`config.mk`:
```
export PLATFORM = sky130hd
export DESIGN_NAME = time_keeper
export DESIGN_NICKNAME = d
export VERILOG_FILES = /design/src/rtl/time_keeper.sv
export SDC_FILE = /design/constraint.sdc
export NUM_CORES = 1
export LEC_CHECK = 0
export ABC_AREA = 0
export BUFFER_PORTS_ARGS = -buffer_cell sky130_fd_sc_hd__buf_2
export CAP_MARGIN = 10
export CORE_MARGIN = 4
export CORE_UTILIZATION = 32
export DETAILED_ROUTE_END_ITERATION = 8
export PLACE_DENSITY = 0.64
export SLEW_MARGIN = 25
export SYNTH_ARGS = -nofsm -noshare
export SYNTH_HDL_FRONTEND = slang
export SYNTH_SLANG_ARGS = --single-unit
```
`constraint.sdc`:
```
create_clock -name ck -period 3.9 [get_ports ck]
set_input_delay 0.39 -clock ck [delete_from_list [all_inputs] [get_ports ck]]
set_output_delay 0.39 -clock ck [all_outputs]
set_load 0.02 [all_outputs]
```
`src/rtl/time_keeper.sv`:
```
// Time-of-day counter: turns each rising edge of the seconds square wave into
// one second of advance on a 24-hour BCD hh:mm:ss clock, with set/clear controls.
module time_keeper #(
    parameter int unsigned SYNC_STAGES = 2
) (
    input  logic       ck,
    input  logic       reset,
    input  logic       hit,
    input  logic       run,
    input  logic       clear,
    input  logic       set_min,
    input  logic       set_hour,
    output logic [1:0] hr_tens,
    output logic [3:0] hr_ones,
    output logic [2:0] min_tens,
    output logic [3:0] min_ones,
    output logic [2:0] sec_tens,
    output logic [3:0] sec_ones,
    output logic       sec_tick,
    output logic       min_tick,
    output logic       day_tick
);

    logic [SYNC_STAGES-1:0] sync_q, sync_d;
    logic                   hist_q, hist_d;
    logic [1:0]             hr_tens_q, hr_tens_d;
    logic [3:0]             hr_ones_q, hr_ones_d;
    logic [2:0]             min_tens_q, min_tens_d;
    logic [3:0]             min_ones_q, min_ones_d;
    logic [2:0]             sec_tens_q, sec_tens_d;
    logic [3:0]             sec_ones_q, sec_ones_d;
    logic                   sec_tick_q, sec_tick_d;
    logic                   min_tick_q, min_tick_d;
    logic                   day_tick_q, day_tick_d;

    logic rise_c, adv_c, set_c;
    logic sec_wrap_c, min_wrap_c, hr_wrap_c;
    logic min_inc_c, hr_inc_c, carry_c;

    // Rise detect at the end of the synchroniser; run only gates the use of it
    assign rise_c     = sync_q[SYNC_STAGES-1] & ~hist_q;
    assign adv_c      = rise_c & run;
    assign set_c      = set_min | set_hour;
    assign sec_wrap_c = (sec_tens_q == 3'd5) && (sec_ones_q == 4'd9);
    assign min_wrap_c = (min_tens_q == 3'd5) && (min_ones_q == 4'd9);
    assign hr_wrap_c  = (hr_tens_q == 2'd2) && (hr_ones_q == 4'd3);
    // A set in the same cycle drops the seconds carry entirely
    assign carry_c    = adv_c & sec_wrap_c & ~set_c;
    assign min_inc_c  = set_min | carry_c;
    assign hr_inc_c   = set_hour | (carry_c & min_wrap_c);

    // Next-state for synchroniser, digits and tick pulses
    always_comb begin
        sync_d     = {sync_q[SYNC_STAGES-2:0], hit};
        hist_d     = sync_q[SYNC_STAGES-1];
        hr_tens_d  = hr_tens_q;
        hr_ones_d  = hr_ones_q;
        min_tens_d = min_tens_q;
        min_ones_d = min_ones_q;
        sec_tens_d = sec_tens_q;
        sec_ones_d = sec_ones_q;
        sec_tick_d = 1'b0;
        min_tick_d = 1'b0;
        day_tick_d = 1'b0;

        if (clear) begin
            hr_tens_d  = 2'd0;
            hr_ones_d  = 4'd0;
            min_tens_d = 3'd0;
            min_ones_d = 4'd0;
            sec_tens_d = 3'd0;
            sec_ones_d = 4'd0;
        end else begin
            if (adv_c) begin
                sec_tick_d = 1'b1;
                if (sec_ones_q == 4'd9) begin
                    sec_ones_d = 4'd0;
                    sec_tens_d = sec_wrap_c ? 3'd0 : sec_tens_q + 3'd1;
                end else begin
                    sec_ones_d = sec_ones_q + 4'd1;
                end
            end

            min_tick_d = carry_c;
            day_tick_d = carry_c & min_wrap_c & hr_wrap_c;

            if (min_inc_c) begin
                if (min_ones_q == 4'd9) begin
                    min_ones_d = 4'd0;
                    min_tens_d = min_wrap_c ? 3'd0 : min_tens_q + 3'd1;
                end else begin
                    min_ones_d = min_ones_q + 4'd1;
                end
            end

            if (hr_inc_c) begin
                if (hr_wrap_c) begin
                    hr_tens_d = 2'd0;
                    hr_ones_d = 4'd0;
                end else if (hr_ones_q == 4'd9) begin
                    hr_tens_d = hr_tens_q + 2'd1;
                    hr_ones_d = 4'd0;
                end else begin
                    hr_ones_d = hr_ones_q + 4'd1;
                end
            end
        end
    end

    // State registers with asynchronous active-low reset
    always_ff @(posedge ck or negedge reset) begin
        if (!reset) begin
            sync_q     <= '0;
            hist_q     <= 1'b0;
            hr_tens_q  <= 2'd0;
            hr_ones_q  <= 4'd0;
            min_tens_q <= 3'd0;
            min_ones_q <= 4'd0;
            sec_tens_q <= 3'd0;
            sec_ones_q <= 4'd0;
            sec_tick_q <= 1'b0;
            min_tick_q <= 1'b0;
            day_tick_q <= 1'b0;
        end else begin
            sync_q     <= sync_d;
            hist_q     <= hist_d;
            hr_tens_q  <= hr_tens_d;
            hr_ones_q  <= hr_ones_d;
            min_tens_q <= min_tens_d;
            min_ones_q <= min_ones_d;
            sec_tens_q <= sec_tens_d;
            sec_ones_q <= sec_ones_d;
            sec_tick_q <= sec_tick_d;
            min_tick_q <= min_tick_d;
            day_tick_q <= day_tick_d;
        end
    end

    assign hr_tens  = hr_tens_q;
    assign hr_ones  = hr_ones_q;
    assign min_tens = min_tens_q;
    assign min_ones = min_ones_q;
    assign sec_tens = sec_tens_q;
    assign sec_ones = sec_ones_q;
    assign sec_tick = sec_tick_q;
    assign min_tick = min_tick_q;
    assign day_tick = day_tick_q;

endmodule
```
Yosys cells after proc, flatten, opt, wreduce, memory -nomap -nowiden --
Cells that the tools add are included.
Word-level totals: register bits after elaboration 26, latch bits 0, bits in writable memories 0, bits in read-only memories 0, input bits 7, output and inout port bits 23, memories 0
Cells by class: add/subtract/negate cells 6, multiply operators 0, divide/modulo/power cells 0, order comparisons 0, equal/unequal tests 7, shift operators 0, muxes and demuxes 26, bitwise operators 11, reduce and logical (&&, ||, !) cells 12
Operators with widths (count):
- two-way mux 4 bit | 10
- two-way mux 3 bit | 8
- adder 4 x 1 -> 4 bit (second input constant) | 3
- equality test 4 bit (second input constant) | 3
- nonzero test 2 bit | 5
- two-way mux 2 bit | 4
- adder 3 x 1 -> 3 bit (second input constant) | 2
- AND 1 bit | 6
- equality test 3 bit (second input constant) | 2
- AND reduction 2 bit | 3
- equality test 4 x 2 -> 1 bit (second input constant) | 1
- two-way mux 1 bit | 4
- logical AND 1 bit | 3
- bitwise OR 1 bit | 3
- nonzero test 3 bit | 1
- adder 2 x 1 -> 2 bit (second input constant) | 1
- equality test 2 bit (second input constant) | 1
- NOT 1 bit | 2

Depth between registers and ports, before layout --
depth after elaboration 9, gate-level depth with buffers 8, mapped depth without buffers 7

Worst setup path before layout --
Ideal clock, no wire load.
path type register -> register, start reg sec_ones_q[0], in the netlist sec_ones[0], end reg hr_tens_q[0], in the netlist hr_tens[0], setup time 125 ps, arrival 2001 ps, data required time 3775 ps, slack 1773 ps, cell stages (with the launch flop) 7, buffers on the path 0, path through dfrtp_1 > ha_1 > nand3b_4 > or4b_4 > o21ai_4 > nand2_4 > mux2_4
On the way: cells in the longest elaborated chain, start to end 8
Ends and longest elaborated chain:
- start: declaration | RTL line 31 | logic [3:0] sec_ones_q, sec_ones_d;
- start signal: assignment | RTL line 132 | sec_ones_q <= sec_ones_d;
- equality test 4 bit | RTL line 44 | assign sec_wrap_c = (sec_tens_q == 3'd5) && (sec_ones_q == 4'd9);
- logical AND 1 bit | RTL line 44
- AND 1 bit (2 in series) | RTL line 48 | assign carry_c = adv_c & sec_wrap_c & ~set_c;
- AND 1 bit | RTL line 50 | assign hr_inc_c = set_hour | (carry_c & min_wrap_c);
- bitwise OR 1 bit | RTL line 50
- nonzero test 2 bit (no line)
- AND reduction 2 bit (no line)
- end signal: assignment | RTL line 127 | hr_tens_q <= hr_tens_d;
- end: declaration | RTL line 26 | logic [1:0] hr_tens_q, hr_tens_d;
Every way passes these cells. A chain may end at the register's enable or synchronous reset.

Final worst setup path --
start reg sec_ones_q[1], in the netlist sec_ones[1], end reg hr_tens_q[0], in the netlist hr_tens[0]
The elaborated chain is that of the path after synthesis.

==> results.py <==
metrics = {
    "synthesis": {
        "avgSynthCellArea_um2": 10.54,
        "synth_top_area_share_pct": 46.06,
        "yosys_warnings": 0,
        "netlist_area_um2": 1413,
        "ys_async_sr_fraction_pct": 100.0,
        "syn_inst": 134,
        "ys_seq_elements": 26,
        "yosysTopAreaCell": "dfrtp_1",
        "yosysUniqueCellTypes": 32,
        "syn-num-nets": 152,
        "synth_common_cells": "dfrtp_1, nor2_1, ha_1, a21oi_1",
        "ys.flop_type": "dfrtp_1",
        "synth_edf_count": 0,
        "yosys-top-cells-area": "dfrtp_1, ha_1, nor2_1",
        "synth_most_common_cell": "dfrtp_1",
        "seq_area_frac_synth_pct": 46.06,
    },
    "placed_design": {
        "dp_slack_ps": 1786,
        "io_buffers": 29,
        "place_area_um2": 1609,
        "dp.cells": 210,
        "gp_congestion": 0.7408,
        "dp_hpwl_mm": 2.027,
    },
    "route": {
        "routed.top_layer": "met4",
        "wl_met2_mm": 1.354,
        "wl_met3_um": 131,
        "route.detailed.drc": 0,
        "first_pass_iters": 4,
        "drtAntennaViolNets": 0,
        "wl_per_cell_um": 12.94,
        "viasPerCell": 4.921,
        "drt_iter0_markers": 74,
        "routed_wl_mm": 2.770,
        "wl_met1_mm": 1.274,
        "vias": 1053,
    },
    "worst_setup_path": {
        "cpLargestDelayFamily": "simple AND/OR/NAND/NOR gates",
        "arrival_ps": 2280,
        "cp_num_buf_inv": 1,
        "worstSetupPathType": "flip-flop to flip-flop",
        "crit_chain": "inv_1 -> ha_1 -> nand3b_4 -> or4b_4 -> o21ai_4 -> nand2_4 -> mux2_4",
        "critical_path.max_fanout": 7,
        "startpoint_type": "flip-flop",
        "crit_slowest_cell": "or4b_4",
        "crit_path_max_incr_delay_ps": 550,
        "endpoint_kind": "flip-flop",
        "reg2reg_slack_ps": 1780,
        "critical_path_required_ps": 4060,
    },
    "pwr": {
        "irDropWorstVdd_mv": 0.1330,
        "internal_power_uw": 415.8,
        "power.density_nw_per_um2": 345.2,
        "power.leakage_uw": 0.0009015,
        "clockPowerShare_pct": 30.6,
        "combPwrFrac_pct": 17.0,
        "p_switching_uw": 158.7,
        "seq_power_share_pct": 52.4,
        "switching_share_pct": 27.62,
    },
    "sta": {
        "timing.slew.headroom_pct": 59.62,
        "tns_ps": 0,
        "setup_viol": 0,
        "worst-slew-pin-transition_ps": 605.7,
        "max_freq_mhz": 471.7,
        "period_needed_ps": 2120,
        "holdWs_ps": 117.5,
        "hold_violations": 0,
        "setup_slack_ps": 1780,
        "final-max-slew-violation-count": 0,
        "rsz0062_at_grt": "no",
        "fin_skew_ps": 4.695,
        "min_period_over_period_pct": 54.36,
    },
    "floorplanning": {
        "die_h_um": 74.44,
        "initial_core_util_pct": 34.09,
        "row_count": 23,
        "dieArea_um2": 5541,
        "die_w_um": 74.44,
        "core_area_um2": 4144,
        "io_pins": 30,
    },
    "clock_tree": {
        "cts_tree": "done",
        "tritoncts.num_buffers": 3,
        "cts_setup_buffers": 0,
        "clockRootBuffer": "clkbuf_8",
        "h-tree-depth": 1,
        "clock_sinks": 26,
        "clk_latency_ps": 270,
        "cts.path.max_buffers": 2,
        "ctsHoldBuffers": 0,
        "clk_pin_slew_ps": 90,
        "ctsResizeCount": 0,
    },
    "run_status": {
        "status": "complete, no violations",
    },
    "final_layout": {
        "diodes": 0,
        "fin_nets": 183,
        "drive_above_1_share_pct": 26.83,
        "area_growth_syn_to_layout_pct": 17.80,
        "design_area_um2": 1664,
        "stdcell_count": 214,
        "fillers": 442,
    },
    "global_routing": {
        "grt_usage_pct": 10.89,
        "grt_max_degree": 27,
        "grt_pass1_wl_mm": 4.609,
        "overflow": 0,
        "antenna_found_initial": 0,
        "grt_pass1_vias": 964,
    },
    "worst_hold_path": {
        "holdCritPathClass": "input port to asynchronous set/reset pin",
    },
    "run": {
        "cap_violations": 0,
    },
}
-- final cells by class --
class	instances	area [um2]	share of cell area, %
Timing Repair Buffer	29	145.1	8.722
Sequential cell	26	650.6	39.10
Multi-Input combinational cell	97	720.7	43.31
Clock buffer	4	55.05	3.308
Tap cell	50	62.56	3.759
Inverter	8	30.03	1.805
-- cell families (layout without fill, tap and decap cells) --
| logic type | count (synthesis) | in the layout | synth area share, % |
|---|---|---|---|
| AND/OR/NAND/NOR | 57 | 57 | 23.38 |
| XOR/XNOR | 1 | 1 | 0.6201 |
| adder cells (fa/ha/maj) | 11 | 11 | 9.743 |
| flip-flops | 26 | 26 | 46.06 |
| buffers and inverters | 11 | 41 | 2.923 |
| multiplexers | 8 | 8 | 6.466 |
| AO/OA/AOI/OAI | 20 | 20 | 10.81 |
-- per-stage QoR --
stage,utilization (%),total power [uW]
floorplan,-,369.8
global placement,38.83,404.0
detailed placement,38.83,406.0
CTS,40.16,583.8
global route,40.16,609.3
finish,40.16,574.5
-- power groups by stage --
stage               registers, uW  logic (uW)  clock network (uW)
floorplan                     321        48.7                   0
global placement              306        98.1                   0
detailed placement            306        99.8                   0
CTS                           301         100                 183
global route                  304         110                 196
finish                        301        97.9                 176
-- flip-flops by register name (all words and copies together), names as in the netlist --
signal,flops
day_tick,1
hist_q,1
hr_ones,4
hr_tens,2
min_ones,4
min_tens,3
min_tick,1
sec_ones,4
sec_tens,3
sec_tick,1
sync_q,2
-- placed cells by master (no fill, tap or decap), types with 2 or more instances in the layout --
cell / count
a21oi_1: 9
a32o_1: 2
and3_1: 4
and3b_1: 2
buf_2: 29
clkbuf_8: 4
dfrtp_1: 26
ha_1: 11
inv_1: 8
mux2_4: 2
mux2i_1: 5
nand2_1: 8
nand2b_1: 2
nand3_1: 2
nand3b_4: 2
nand4b_1: 2
nor2_1: 22
nor3_1: 5
nor3b_1: 2
o21ai_0: 4
-- layer usage --
metal | track usage (%) | vias up
met4 | 3.557 | 0
li1 | - | 527
met2 | 17.85 | 16
met5 | 0 | -
met1 | 14.26 | 508
met3 | 2.432 | 2
-- final timing paths --
path / startpoint / end / depth (start not counted)
setup reg to reg: sec_ones[1] / hr_tens[0] / 7
hold reg to reg: sync_q[0] / sync_q[1] / 0
max in group asynchronous: reset / sec_ones[2] / 1
setup / recovery: sec_ones[1] / hr_tens[0] / 7
hold / removal: reset / min_ones[2] / 1
min in group ck: hit / sync_q[0] / 1
(Power assumes the default switching activity.)
